**config.mk**
```make
export PLATFORM = sky130hd
export DESIGN_NAME = ps2_key_decoder
export DESIGN_NICKNAME = d
export VERILOG_FILES = /design/src/rtl/ps2_pkg.sv /design/src/rtl/scan_ascii_map.sv /design/src/rtl/ps2_key_decoder.sv
export SDC_FILE = /design/constraint.sdc
export NUM_CORES = 1
export LEC_CHECK = 0
export ABC_AREA = 1
export ABC_CLOCK_PERIOD_IN_PS = 2600
export BUFFER_PORTS_ARGS = -buffer_cell sky130_fd_sc_hd__buf_2
export CORE_ASPECT_RATIO = 1.75
export CORE_MARGIN = 5
export CORE_UTILIZATION = 54
export DETAILED_ROUTE_END_ITERATION = 10
export HOLD_SLACK_MARGIN = 0.1
export PLACE_DENSITY_LB_ADDON = 0.05
export SYNTH_ARGS = -nofsm -noshare
export SYNTH_HDL_FRONTEND = slang
export SYNTH_SLANG_ARGS = --single-unit
```
**constraint.sdc**
```tcl
create_clock -name clk -period 2.6 [get_ports clk]
set_clock_uncertainty 0.05 [all_clocks]
set_input_delay 0.52 -clock clk [delete_from_list [all_inputs] [get_ports clk]]
set_output_delay 0.52 -clock clk [all_outputs]
set_load 0.05 [all_outputs]
```
**src/rtl/ps2_pkg.sv**
```systemverilog
// Shared constants and types for the PS/2 set-2 key decoder.
package ps2_pkg;

  localparam logic [7:0] SC_BREAK  = 8'hF0;
  localparam logic [7:0] SC_EXT    = 8'hE0;
  localparam logic [7:0] SC_LSHIFT = 8'h12;
  localparam logic [7:0] SC_RSHIFT = 8'h59;
  localparam logic [7:0] SC_CAPS   = 8'h58;

  typedef enum logic [1:0] {
    IDLE,
    BRK,
    EXT,
    EXT_BRK
  } ps2_state_e;

  typedef struct packed {
    logic [7:0] ascii;
    logic [7:0] scan;
  } fifo_entry_t;

endpackage

```
**src/rtl/scan_ascii_map.sv**
```systemverilog
// Combinational set-2 make code to ASCII translation with Shift/Caps handling.
module scan_ascii_map
  import ps2_pkg::*;
(
  input  logic [7:0] scan_code_i,
  input  logic       shift_i,
  input  logic       caps_i,
  output logic [7:0] ascii_o,
  output logic       mapped_o
);

  logic       letter;
  logic [7:0] upper;
  logic [7:0] plain;
  logic [7:0] shifted;

  always_comb begin
    letter   = 1'b0;
    upper    = 8'h00;
    plain    = 8'h00;
    shifted  = 8'h00;
    mapped_o = 1'b1;
    case (scan_code_i)
      8'h1C: begin letter = 1'b1; upper = 8'h41; end
      8'h32: begin letter = 1'b1; upper = 8'h42; end
      8'h21: begin letter = 1'b1; upper = 8'h43; end
      8'h23: begin letter = 1'b1; upper = 8'h44; end
      8'h24: begin letter = 1'b1; upper = 8'h45; end
      8'h2B: begin letter = 1'b1; upper = 8'h46; end
      8'h34: begin letter = 1'b1; upper = 8'h47; end
      8'h33: begin letter = 1'b1; upper = 8'h48; end
      8'h43: begin letter = 1'b1; upper = 8'h49; end
      8'h3B: begin letter = 1'b1; upper = 8'h4A; end
      8'h42: begin letter = 1'b1; upper = 8'h4B; end
      8'h4B: begin letter = 1'b1; upper = 8'h4C; end
      8'h3A: begin letter = 1'b1; upper = 8'h4D; end
      8'h31: begin letter = 1'b1; upper = 8'h4E; end
      8'h44: begin letter = 1'b1; upper = 8'h4F; end
      8'h4D: begin letter = 1'b1; upper = 8'h50; end
      8'h15: begin letter = 1'b1; upper = 8'h51; end
      8'h2D: begin letter = 1'b1; upper = 8'h52; end
      8'h1B: begin letter = 1'b1; upper = 8'h53; end
      8'h2C: begin letter = 1'b1; upper = 8'h54; end
      8'h3C: begin letter = 1'b1; upper = 8'h55; end
      8'h2A: begin letter = 1'b1; upper = 8'h56; end
      8'h1D: begin letter = 1'b1; upper = 8'h57; end
      8'h22: begin letter = 1'b1; upper = 8'h58; end
      8'h35: begin letter = 1'b1; upper = 8'h59; end
      8'h1A: begin letter = 1'b1; upper = 8'h5A; end
      8'h16: begin plain = 8'h31; shifted = 8'h21; end
      8'h1E: begin plain = 8'h32; shifted = 8'h40; end
      8'h26: begin plain = 8'h33; shifted = 8'h23; end
      8'h25: begin plain = 8'h34; shifted = 8'h24; end
      8'h2E: begin plain = 8'h35; shifted = 8'h25; end
      8'h36: begin plain = 8'h36; shifted = 8'h5E; end
      8'h3D: begin plain = 8'h37; shifted = 8'h26; end
      8'h3E: begin plain = 8'h38; shifted = 8'h2A; end
      8'h46: begin plain = 8'h39; shifted = 8'h28; end
      8'h45: begin plain = 8'h30; shifted = 8'h29; end
      8'h0E: begin plain = 8'h60; shifted = 8'h7E; end
      8'h4E: begin plain = 8'h2D; shifted = 8'h5F; end
      8'h55: begin plain = 8'h3D; shifted = 8'h2B; end
      8'h54: begin plain = 8'h5B; shifted = 8'h7B; end
      8'h5B: begin plain = 8'h5D; shifted = 8'h7D; end
      8'h5D: begin plain = 8'h5C; shifted = 8'h7C; end
      8'h4C: begin plain = 8'h3B; shifted = 8'h3A; end
      8'h52: begin plain = 8'h27; shifted = 8'h22; end
      8'h41: begin plain = 8'h2C; shifted = 8'h3C; end
      8'h49: begin plain = 8'h2E; shifted = 8'h3E; end
      8'h29: begin plain = 8'h20; shifted = 8'h20; end
      default: mapped_o = 1'b0;
    endcase

    // Letters follow Shift XOR Caps; everything else follows Shift alone.
    if (!mapped_o)
      ascii_o = 8'h00;
    else if (letter)
      ascii_o = (shift_i ^ caps_i) ? upper : (upper + 8'h20);
    else
      ascii_o = shift_i ? shifted : plain;
  end

endmodule

```
**src/rtl/ps2_key_decoder.sv**
```systemverilog
// PS/2 set-2 byte stream decoder: prefix FSM, modifier tracking, ASCII FIFO.
module ps2_key_decoder
  import ps2_pkg::*;
#(
  parameter int FIFO_DEPTH = 8,
  parameter int REPEAT_EN  = 1,
  parameter int CNT_W      = 8
) (
  input  logic             clk,
  input  logic             rst,
  input  logic             scan_valid,
  input  logic [7:0]       scan_code,
  output logic             out_valid,
  input  logic             out_ready,
  output logic [7:0]       out_ascii,
  output logic [7:0]       out_scan,
  output logic             shift_held,
  output logic             caps_on,
  output logic [CNT_W-1:0] press_count,
  output logic             overflow
);

  localparam int AW = $clog2(FIFO_DEPTH);

  ps2_state_e        state_q, state_d;
  logic              lshift_q, lshift_d, rshift_q, rshift_d;
  logic              caps_q, caps_d;
  logic [7:0]        held_q, held_d;
  logic [AW-1:0]     wr_ptr_q, rd_ptr_q;
  logic [AW:0]       count_q, count_d;
  logic [CNT_W-1:0]  press_q;
  logic              ovf_q;
  fifo_entry_t       mem_q [FIFO_DEPTH];

  logic              is_make, is_break, push_req, push_ok, pop, full, mapped;
  logic [7:0]        map_ascii;
  fifo_entry_t       head;

  scan_ascii_map u_map (
    .scan_code_i (scan_code),
    .shift_i     (lshift_q | rshift_q),
    .caps_i      (caps_q),
    .ascii_o     (map_ascii),
    .mapped_o    (mapped)
  );

  always_comb begin
    state_d  = state_q;
    lshift_d = lshift_q;
    rshift_d = rshift_q;
    caps_d   = caps_q;
    held_d   = held_q;
    is_make  = 1'b0;
    is_break = 1'b0;
    push_req = 1'b0;
    if (scan_valid) begin
      case (state_q)
        IDLE: begin
          if (scan_code == SC_BREAK)    state_d = BRK;
          else if (scan_code == SC_EXT) state_d = EXT;
          else                          is_make = 1'b1;
        end
        BRK: begin
          is_break = 1'b1;
          state_d  = IDLE;
        end
        EXT:     state_d = (scan_code == SC_BREAK) ? EXT_BRK : IDLE;
        default: state_d = IDLE;
      endcase
    end

    if (is_make) begin
      if (scan_code == SC_LSHIFT) lshift_d = 1'b1;
      else if (scan_code == SC_RSHIFT) rshift_d = 1'b1;
      else if (scan_code == SC_CAPS) begin
        // Typematic repeats of Caps Lock must not re-toggle it.
        if (scan_code != held_q) caps_d = ~caps_q;
        held_d = scan_code;
      end else if (mapped) begin
        push_req = !((REPEAT_EN == 0) && (scan_code == held_q));
        held_d   = scan_code;
      end
    end

    if (is_break) begin
      if (scan_code == SC_LSHIFT) lshift_d = 1'b0;
      if (scan_code == SC_RSHIFT) rshift_d = 1'b0;
      if (scan_code == held_q)    held_d   = 8'h00;
    end
  end

  assign full    = (count_q == (AW+1)'(FIFO_DEPTH));
  assign pop     = out_valid & out_ready;
  assign push_ok = push_req & (!full | pop);

  always_comb begin
    count_d = count_q;
    if (push_ok && !pop)      count_d = count_q + (AW+1)'(1);
    else if (!push_ok && pop) count_d = count_q - (AW+1)'(1);
  end

  always_ff @(posedge clk or posedge rst) begin
    if (rst) begin
      state_q  <= IDLE;
      lshift_q <= 1'b0;
      rshift_q <= 1'b0;
      caps_q   <= 1'b0;
      held_q   <= 8'h00;
      wr_ptr_q <= '0;
      rd_ptr_q <= '0;
      count_q  <= '0;
      press_q  <= '0;
      ovf_q    <= 1'b0;
    end else begin
      state_q  <= state_d;
      lshift_q <= lshift_d;
      rshift_q <= rshift_d;
      caps_q   <= caps_d;
      held_q   <= held_d;
      count_q  <= count_d;
      if (push_ok) begin
        wr_ptr_q <= wr_ptr_q + AW'(1);
        press_q  <= press_q + CNT_W'(1);
      end
      if (pop) rd_ptr_q <= rd_ptr_q + AW'(1);
      if (push_req && full && !pop) ovf_q <= 1'b1;
    end
  end

  // Storage carries no reset; occupancy gates what is visible.
  always_ff @(posedge clk) begin
    if (push_ok) mem_q[wr_ptr_q] <= '{ascii: map_ascii, scan: scan_code};
  end

  assign head        = mem_q[rd_ptr_q];
  assign out_valid   = (count_q != '0);
  assign out_ascii   = out_valid ? head.ascii : 8'h00;
  assign out_scan    = out_valid ? head.scan  : 8'h00;
  assign shift_held  = lshift_q | rshift_q;
  assign caps_on     = caps_q;
  assign press_count = press_q;
  assign overflow    = ovf_q;

endmodule

```
==> flow_summary_export.csv <==
group,metric,value,unit
outcome,outcome,"finished, violations left",
outcome,violations,"setup timing",
floorplan,coreArea,13800,um^2
power_and_ir_drop,leakage,4.39,nW
route,drt-wirelength-per-cell,18.8,um
cts,clockBufferDepth,2,
critical_path,critPathMaxFanout,7,
sta,period_minus_slack,2660,ps
cts,clk_latency,420,ps
cts,htree_levels,4,
global_routing,grt_pass1_wl,34.8,mm
finish,antenna_cells,0,
sta,grt_setup_unrepaired,"yes",
critical_path,cp_num_buf_inv,4,
floorplan,pin_count,40,
synthesis,synth-edff-count,120,
sta,drv_slew,0,
critical_path,worst-setup-path-type,"in -> reg",
cts,path_clk_slew,70,ps
cts,tritoncts,"built",
finish,drive_gt1_frac,0.356,
critical_path,crit_path_start_kind,"input port",
floorplan,fp-row-count,57,
sta,worst_pin_slew,599,ps
sta,setup_viol,1,
synthesis,synth_common_cells,"nor2_1, nand2_1, edfxtp_1",
route,remaining_drc_errors,0,
min_path,hold_class,"in -> async",
synthesis,syn_area,7500,um^2
sta,fin_setup_tns,-57.9,ps
power_and_ir_drop,powerDensity,951,nW/um^2
critical_path,worstPathArrival,2910,ps
sta,fin_crit_sh,1.02,
critical_path,required,2850,ps
floorplan,die_h,166,um
sta,fmax,376,MHz
critical_path,slowest_stage,"nor2_4",
critical_path,crit_family,"simple AND/OR/NAND/NOR gates",
finish,final_core_util,0.756,
global_routing,antenna_found_initial,0,
floorplan,dieArea,16400,um^2
cts,cts_root_buf,"clkbuf_16",
place,port_buffers,38,
critical_path,cpPeakStageDelay,270,ps
finish,nets,998,
synthesis,syn_nets,814,
sta,slew_headroom,0.601,
sta,hold_viol_final,0,
route,postRouteWirelength,21.9,mm
flow_run,drv_cap,0,
synthesis,synthCells,795,
sta,setup_slack,-57.9,ps
synthesis,postSynthAreaPerCell,9.43,um^2
global_routing,overflow,0,
route,postRouteAntennaNets,0,
floorplan,die_w,99.1,um
route,vias_per_cell,5.69,
cts,clock_sinks,152,
synthesis,ys_seq_area_frac,0.588,
synthesis,yosysTopAreaCellShare,0.481,
synthesis,synth.area.top_cells,"edfxtp_1, dfrtp_1, nor2_1",
route,num_vias,6657,
critical_path,crit_path_end_kind,"flop",
synthesis,synthFlopType,"edfxtp_1",
floorplan,start_util,0.545,
synthesis,synth-seq-cells,152,
place,hpwlAfterDp,14.5,mm
global_routing,grt_pass1_vias,6910,
power_and_ir_drop,peakVddDrop,0.668,mV
cts,numCtsBuffers,17,
cts,ctsHoldBuffers,0,
synthesis,yosysUniqueCellTypes,41,
route,drt_iter0_markers,308,
global_routing,grt_max_degree,41,
finish,area.growth.synth_to_final,38.8,%
synthesis,synth_most_common_cell,"nor2_1",
synthesis,synthArstFlopShare,0.211,
critical_path,cp_cell_sequence,"buf_6 -> inv_6 -> nand2_4 -> nor2_4 -> nand2_2 -> nand2_1 -> nor2_1 -> nand2_1 -> nor2_2 -> nand3_4 -> nand2_4 -> nor2_8 -> ha_4 -> inv_4 -> ha_4 -> buf_4 -> a211oi_2 -> nor2_1 -> nor2_1 -> nand2_1 -> xor2_1",
synthesis,yosysTopAreaCell,"edfxtp_1",
place,routabilityCongestion,0.976,
synthesis,synth_warnings,0,
route,firstDrtPassIters,5,
global_routing,grt.total_usage,0.274,
## metrics by stage
stage / std cells / setup slack [ps] / total power, mW / hold slack [ps] / area (um^2)
2_1_floorplan: 795 / -477 / 5.96 / 434 / 7750
3_3_place_gp: 1099 / -645 / 6.97 / 432 / 9060
3_5_place_dp: 1099 / -667 / 7.12 / 420 / 9060
4_1_cts: 1164 / -22.7 / 9.69 / 120 / 10200
5_1_grt: 1169 / -166 / 10.4 / 169 / 10400
6_report: 1169 / -57.9 / 9.89 / 127 / 10400
## final timing paths
kind / from / slack (ps) / endpoint / depth (start not counted)
max: scan_code[2] / -60 / count_q[3]$_DFFE_PP0P_ / 21
min: rst / 130 / wr_ptr_q[1]$_DFFE_PP0P_ / 3
max reg2reg: count_q[2]$_DFFE_PP0P_ / 210 / count_q[3]$_DFFE_PP0P_ / 14
min reg2reg: overflow$_DFFE_PP0P_ / 430 / overflow$_DFFE_PP0P_ / 1
max in group asynchronous: rst / 2040 / rd_ptr_q[0]$_DFFE_PP0P_ / 3
min in group clk: scan_valid / 380 / state_q[0]$_DFFE_PP0P_ / 3
## what timing repair did
item,in CTS,in global routing
buffers inserted,31,4
cloned,2,1
endpoints found under the setup margin,49,41
pin swaps,35,15
resized for setup,85,55
## routing by layer
| metal | vias up | wire, um | global-route usage |
|---|---|---|---|
| met5 | - | 0 | 0 |
| met4 | 0 | 966 | 0.134 |
| met3 | 84 | 1230 | 0.0303 |
| met2 | 276 | 12500 | 0.515 |
| met1 | 3188 | 7230 | 0.296 |
| li1 | 3109 | - | - |
## worst min-delay path, delay by kind of cell
kind	cells	cell delay (ps)
buffers and inverters	3	510
## area by class of cell
| type | count | area [um^2] |
|---|---|---|
| flip-flops and latches | 152 | 4410 |
| well taps | 177 | 221 |
| clock inverters | 15 | 178 |
| repair buffers | 194 | 1730 |
| multi-input cells | 573 | 3250 |
| inverters | 41 | 196 |
| clock buffers | 17 | 425 |
| fillers | 949 | 3360 |
## sequential cells by signal, summed over array words and instances, names as in the netlist, 2 cells and up
register     cells
press_count      8
mem_q          120
held_q           8
rd_ptr_q         3
count_q          4
wr_ptr_q         3
state_q          2
## power breakdown
part	leakage, nW	internal (mW)	switching, mW
clock	0.290	1.30	1.11
combinational	2.62	1.48	2.90
sequential	1.48	2.90	0.207
total	4.39	5.67	4.22
## kinds of logic after synthesis
group	share of synthesized area
compound gates	0.108
xor+xnor	0.0210
fa+ha+maj	0.0127
buf+inv	0.0396
flops	0.588
other cells	0.000500
simple gates	0.231
## cells in the final DEF (no fill, tap or decap), drive strengths merged, types with 11 or more instances in the layout
cell	Yosys	routed
inv	39	46
nand2	159	159
clkbuf	23	22
a21oi	16	16
o22ai	16	16
edfxtp	120	120
o21ai	92	92
nand3	22	22
dfrtp	32	32
nor2	184	185
a31oi	17	17
nor3	11	11
buf	7	189
Power figures use the tool's default switching activity.
